===== src/rtl/wb_dest_queue_if.sv =====
// Write-back destination queue bus: producer-side enqueue, register-file drain,
// and hazard-side status (pending mask, occupancy).
interface wb_dest_queue_if #(
  parameter int DEPTH = 4,
  parameter int DW    = 32
);
  localparam int CW = $clog2(DEPTH) + 1;

  logic          enq_valid;
  logic          enq_ready;
  logic [4:0]    enq_addr;
  logic [DW-1:0] enq_data;
  logic          flush;
  logic          wr_stall;
  logic          wr_en;
  logic [4:0]    wr_addr;
  logic [DW-1:0] wr_data;
  logic [31:0]   pending;
  logic [CW-1:0] count;

  // Queue side.
  modport slave (
    input  enq_valid, enq_addr, enq_data, flush, wr_stall,
    output enq_ready, wr_en, wr_addr, wr_data, pending, count
  );

  // Producer / register-file side.
  modport master (
    output enq_valid, enq_addr, enq_data, flush, wr_stall,
    input  enq_ready, wr_en, wr_addr, wr_data, pending, count
  );
endinterface


===== src/rtl/wb_dest_queue.sv =====
// In-order write-back queue in front of the register file's single write port,
// with a per-register pending mask for hazard detection.
module wb_dest_queue #(
  parameter int DEPTH = 4,
  parameter int DW    = 32
) (
  input  logic            clk,
  input  logic            rst,
  wb_dest_queue_if.slave  bus
);
  localparam int PW = $clog2(DEPTH);
  localparam int CW = PW + 1;

  logic [4:0]    addr_q [DEPTH];
  logic [4:0]    addr_d [DEPTH];
  logic [DW-1:0] data_q [DEPTH];
  logic [DW-1:0] data_d [DEPTH];
  logic [PW-1:0] head_q, head_d;
  logic [PW-1:0] tail_q, tail_d;
  logic [CW-1:0] count_q, count_d;

  logic        wr_en;
  logic        deq_now;
  logic        enq_ready;
  logic        enq_fire;
  logic        deq_fire;
  logic [31:0] pending;

  // Handshake decode. A full queue still accepts when the head drains this cycle.
  always_comb begin
    wr_en     = (count_q != '0);
    deq_now   = wr_en && !bus.wr_stall;
    enq_ready = (count_q < CW'(DEPTH)) || deq_now;
    // Writes to r0 are acknowledged but never stored.
    enq_fire  = bus.enq_valid && enq_ready && !bus.flush && (bus.enq_addr != 5'd0);
    deq_fire  = deq_now && !bus.flush;
  end

  // Pending mask: an entry is live when its distance from head is below count.
  always_comb begin
    logic [PW-1:0] offset;
    pending = '0;
    offset  = '0;
    for (int i = 0; i < DEPTH; i++) begin
      offset = PW'(i) - head_q;
      if ({1'b0, offset} < count_q) pending[addr_q[i]] = 1'b1;
    end
    pending[0] = 1'b0;
  end

  // NOTE: every always_comb output gets a default first so no latch is inferred.
  always_comb begin
    addr_d  = addr_q;
    data_d  = data_q;
    head_d  = head_q;
    tail_d  = tail_q;
    count_d = count_q;
    if (bus.flush) begin
      head_d  = '0;
      tail_d  = '0;
      count_d = '0;
    end else begin
      if (enq_fire) begin
        addr_d[tail_q] = bus.enq_addr;
        data_d[tail_q] = bus.enq_data;
        tail_d         = tail_q + PW'(1);
      end
      if (deq_fire) head_d = head_q + PW'(1);
      unique case ({enq_fire, deq_fire})
        2'b10:   count_d = count_q + CW'(1);
        2'b01:   count_d = count_q - CW'(1);
        default: count_d = count_q;
      endcase
    end
  end

  // NOTE: the entry storage is reset too, so wr_addr/wr_data read 0 out of reset;
  // this costs reset fan-out on a small register array, not a RAM macro.
  // NOTE: sequential state uses non-blocking assignment only.
  always_ff @(posedge clk or negedge rst) begin
    if (!rst) begin
      head_q  <= '0;
      tail_q  <= '0;
      count_q <= '0;
      for (int i = 0; i < DEPTH; i++) begin
        addr_q[i] <= '0;
        data_q[i] <= '0;
      end
    end else begin
      head_q  <= head_d;
      tail_q  <= tail_d;
      count_q <= count_d;
      addr_q  <= addr_d;
      data_q  <= data_d;
    end
  end

  // Head entry drives the write port directly, so it is stable under stall.
  assign bus.wr_en     = wr_en;
  assign bus.wr_addr   = addr_q[head_q];
  assign bus.wr_data   = data_q[head_q];
  assign bus.enq_ready = enq_ready;
  assign bus.pending   = pending;
  assign bus.count     = count_q;
endmodule


===== src/flat_wrapper.sv =====
// flat-port wrapper written by rule: the top's interface ports become plain ports
module wb_dest_queue_flat 
#(
  parameter int DEPTH = 4,
  parameter int DW    = 32
)
  (clk, rst, bus_enq_valid, bus_enq_addr, bus_enq_data, bus_flush, bus_wr_stall, bus_enq_ready, bus_wr_en, bus_wr_addr, bus_wr_data, bus_pending, bus_count);
  wb_dest_queue_if #(.DEPTH(DEPTH), .DW(DW)) bus_i ();
  input  logic clk;
  input  logic rst;
  input wire logic [$bits(bus_i.enq_valid)-1:0] bus_enq_valid;
  input wire logic [$bits(bus_i.enq_addr)-1:0] bus_enq_addr;
  input wire logic [$bits(bus_i.enq_data)-1:0] bus_enq_data;
  input wire logic [$bits(bus_i.flush)-1:0] bus_flush;
  input wire logic [$bits(bus_i.wr_stall)-1:0] bus_wr_stall;
  output wire logic [$bits(bus_i.enq_ready)-1:0] bus_enq_ready;
  output wire logic [$bits(bus_i.wr_en)-1:0] bus_wr_en;
  output wire logic [$bits(bus_i.wr_addr)-1:0] bus_wr_addr;
  output wire logic [$bits(bus_i.wr_data)-1:0] bus_wr_data;
  output wire logic [$bits(bus_i.pending)-1:0] bus_pending;
  output wire logic [$bits(bus_i.count)-1:0] bus_count;
  assign bus_i.enq_valid = bus_enq_valid;
  assign bus_i.enq_addr = bus_enq_addr;
  assign bus_i.enq_data = bus_enq_data;
  assign bus_i.flush = bus_flush;
  assign bus_i.wr_stall = bus_wr_stall;
  assign bus_enq_ready = bus_i.enq_ready;
  assign bus_wr_en = bus_i.wr_en;
  assign bus_wr_addr = bus_i.wr_addr;
  assign bus_wr_data = bus_i.wr_data;
  assign bus_pending = bus_i.pending;
  assign bus_count = bus_i.count;
  wb_dest_queue #(.DEPTH(DEPTH), .DW(DW)) u_core (.clk(clk), .rst(rst), .bus(bus_i));
endmodule

===== config.mk =====
export PLATFORM = sky130hd
export DESIGN_NAME = wb_dest_queue_flat
export DESIGN_NICKNAME = d
export VERILOG_FILES = /design/src/rtl/wb_dest_queue_if.sv /design/src/rtl/wb_dest_queue.sv /design/src/flat_wrapper.sv
export SDC_FILE = /design/constraint.sdc
export NUM_CORES = 1
export LEC_CHECK = 0
export BUFFER_PORTS_ARGS = -buffer_cell sky130_fd_sc_hd__buf_4
export CORE_UTILIZATION = 35
export DETAILED_ROUTE_END_ITERATION = 16
export PLACE_DENSITY_LB_ADDON = 0.12
export SYNTH_ARGS = -nofsm -noshare
export SYNTH_HDL_FRONTEND = slang
export SYNTH_SLANG_ARGS = --single-unit

===== constraint.sdc =====
create_clock -name clk -period 2.61 [get_ports clk]
set_input_delay 0.261 -clock clk [delete_from_list [all_inputs] [get_ports clk]]
set_output_delay 0.261 -clock clk [all_outputs]
set_load 0.03 [all_outputs]

==> results by group <==
Status
  • Outcome: finished, violations left
  • Violated checks: negative setup slack

Detailed routing
  • # DRC: 0
  • WL per Instance: 22.01 um
  • Post-route ant nets: 0
  • Drt first-iter violations: 217
  • Pre-antenna DRT Iters: 5
  • DR vias/cell: 5.471
  • Final wirelength: 24080 um
  • Detailed-route via count: 5985

Timing
  • Final period util: 101.5%
  • Fin. Hold Viols: 0
  • Worst Max-Slew Pin Slew: 0.6452 ns
  • Final WS setup: -0.03877 ns
  • Slew headroom: 56.99%
  • Slew Viols, Final: 0
  • Final-report setup violation count: 10
  • RSZ-0062 raised after global routing: true
  • Hold_ws: 0.07336 ns
  • Setup TNS: -0.1907 ns
  • Fmax: 377.5 MHz
  • Final Skew: 0.008142 ns
  • Clock period minus worst slack: 2.649 ns

Finish
  • Final core utilization: 46.67%
  • Syn-to-layout area delta: 29.69%
  • Final net count: 819
  • Most frequent cells in the layout: dfrtp_1, mux2_2, buf_4
  • Most common cell after layout, fill and taps aside: dfrtp_1
  • Antenna cell count: 0
  • Layout cells sized above 1: 54.16%

Clocking
  • H-tree Lvls: 4
  • Clock Pin Slew Worst Setup and Hold Paths: 0.07 ns
  • TritonCTS Sinks: 155
  • CTS root buf: clkbuf_16
  • Buffer depth of the longest clock path: 2
  • Clock latency on the worst-skew pair: 0.42 ns
  • TritonCTS buffer count: 17
  • CTS tree: yes

Worst setup path
  • Worst EP required: 2.35 ns
  • CP Launch Type: flop
  • WP buf/inv: 2
  • Worst path cell trace: xor2_4, ha_4, a21oi_4, o21bai_4, buf_6, o22ai_1, a221o_1, buf_6
  • Max stage delay on crit path: 0.46 ns
  • Crit-path max FO: 7
  • Top delay family on crit path: compound AO/OA/AOI/OAI gates
  • CP Class: flop to primary output
  • Cell mode on critical path: buf_6
  • Slowest-stage cell, CP: dfrtp_2
  • Critical Path AT: 2.39 ns
  • Crit end category: primary output

Power and ir drop
  • Pwr Density: 1315 nW/um2
  • Leakage: 4.541 nW
  • Maximum VDD drop: 0.0005821 V
  • Total Power: 13.98 mW

Job
  • MaxCap Viol Count: 0

Floorplanning
  • Die H: 155.0 um
  • DIE WIDTH: 155.0 um
  • Num ports: 116
  • Cell Rows: 55
  • Die ar.: 24040 um2
  • Core area: 22780 um2
  • Initial Utilization: 35.99%

Placed design
  • DP Wirelength: 16760 um
  • GPL Wtd Cong: 0.9687
  • IO buf count: 114

Yosys
  • Mapped Cells: 642
  • Yosys cell types: 51
  • Number of synthesized flops with an enable pin: 0
  • Sequential area share after synthesis: 47.31%
  • Synth Cell Area: 8198 um2
  • Avg Cell Area, Syn: 12.77 um2
  • Ys Warns: 0
  • Post-synth top flop: dfrtp_1
  • Total nets after synthesis: 693
  • Synthesized flop and latch total: 155
  • Asr flop ratio synth: 100.0%

GRT
  • Initial antenna violation count: 0
  • Largest net degree at the start of global routing: 54
  • Gr ovfl total: 0
  • First-pass GRT wire length: 37870 um
  • Total track usage: 20.78%
  • Vias in the first global route: 6666

Min path
  • Worst hold-check path type: input pin to flop
synth_stat cells, types with 2 or more instances:
library cell / number / area (um2)
dfrtp_1: 155 / 3879
o211ai_1: 3 / 22.52
nand2_1: 41 / 153.9
o41ai_1: 2 / 17.52
buf_6: 7 / 78.83
buf_1: 2 / 7.510
nand4_1: 3 / 18.77
o21ai_0: 8 / 40.04
nor3_1: 16 / 80.08
o21ai_1: 2 / 10.01
o22a_1: 9 / 78.83
o22ai_1: 14 / 87.58
a221o_1: 11 / 110.1
nor2b_1: 19 / 118.9
nand3_1: 16 / 80.08
xnor2_1: 2 / 17.52
nand2b_1: 13 / 81.33
a211o_1: 6 / 52.55
a21oi_1: 6 / 30.03
o2bb2ai_1: 2 / 17.52
a22oi_1: 4 / 30.03
o221ai_1: 11 / 96.34
inv_1: 10 / 37.54
nor2_1: 25 / 93.84
clkbuf_1: 28 / 105.1
a2bb2o_1: 2 / 20.02
and2_1: 2 / 12.51
mux4_2: 37 / 833.3
ha_1: 8 / 100.1
buf_2: 5 / 25.02
buf_4: 9 / 67.56
mux2_2: 144 / 1622
nand2_2: 2 / 12.51
worst paths after layout:
check / from / endpoint / slack [ns] / depth (start not counted)
worst max-delay path: u_core.head_q[0]$_DFFE_PN0P_ / bus_pending[26] / -0.04 / 8
worst min-delay path: bus_flush / u_core.head_q[1]$_DFFE_PN0P_ / 0.07 / 2
worst max register to register: u_core.bus.count[0]$_DFFE_PN0P_ / u_core.bus.count[2]$_DFFE_PN0P_ / 0.34 / 6
worst min register to register: u_core.data_q[51]$_DFFE_PN0P_ / u_core.data_q[51]$_DFFE_PN0P_ / 0.50 / 1
max in group asynchronous: rst / u_core.data_q[12]$_DFFE_PN0P_ / 1.43 / 3
min in group asynchronous: rst / u_core.data_q[54]$_DFFE_PN0P_ / 0.36 / 2
through the flow:
stage / area [um2] / setup slack [ns] / cells
5_1_grt: 10630 / -0.08684 / 1094
3_3_place_gp: 9488 / 0.1600 / 1050
4_1_cts: 10290 / -0.03080 / 1092
3_5_place_dp: 9488 / 0.09827 / 1050
6_report: 10630 / -0.03877 / 1094
2_1_floorplan: 8199 / 0.007883 / 642
what timing repair did:
item | 4_1_cts | 5_1_grt
resized for setup | 29 | 60
pin swaps | 5 | 23
endpoints found under the hold margin | 50 | 0
gates cloned | 0 | 1
buffers inserted | 9 | 3
hold buffers | 1 | 0
endpoints found under the setup margin | 31 | 31
state kept, by name, summed over array words and instances, names as in the netlist:
| signal | flops |
|---|---|
| u_core.tail_q | 2 |
| u_core.data_q | 128 |
| u_core.head_q | 2 |
| u_core.bus.count | 3 |
| u_core.addr_q | 20 |
report_power, final:
group / switching [mW] / internal (mW) / total (mW)
registers: 0.972 / 3.50 / 4.47
clock network: 1.04 / 1.55 / 2.59
logic: 3.68 / 3.25 / 6.92
area by class of cell:
class / instances / area (um2)
timing repair buffer: 158 / 1378
multi-input combinational: 426 / 4317
clock buffer: 18 / 439.2
fill: 2063 / 12150
inverter: 10 / 37.54
tap: 313 / 391.6
clock inverter: 14 / 186.4
sequential: 155 / 3882
routing by layer:
metal	vias up	wire [um]	GRT usage, %
met3	43	1329	4.401
met1	3099	9612	24.35
met2	188	12500	37.15
met4	0	646	8.015
li1	2655	-	-
met5	-	0	0
cells by family (layout without fill, tap and decap cells):
kind of cell               after synthesis  count (layout)  synth area share [%]
other                                    1               1               0.04574
adders and majority gates                9               9                 1.465
and+or+nand+nor                        143             143                 8.471
DFF                                    155             155                 47.31
muxes                                  184             184                 30.39
buffers and inverters                   61             200                 3.922
AOI/OAI and AO/OA                       86              86                 8.074
xor gates and xnor gates                 3               3                0.3206
(Power assumes the default switching activity.)
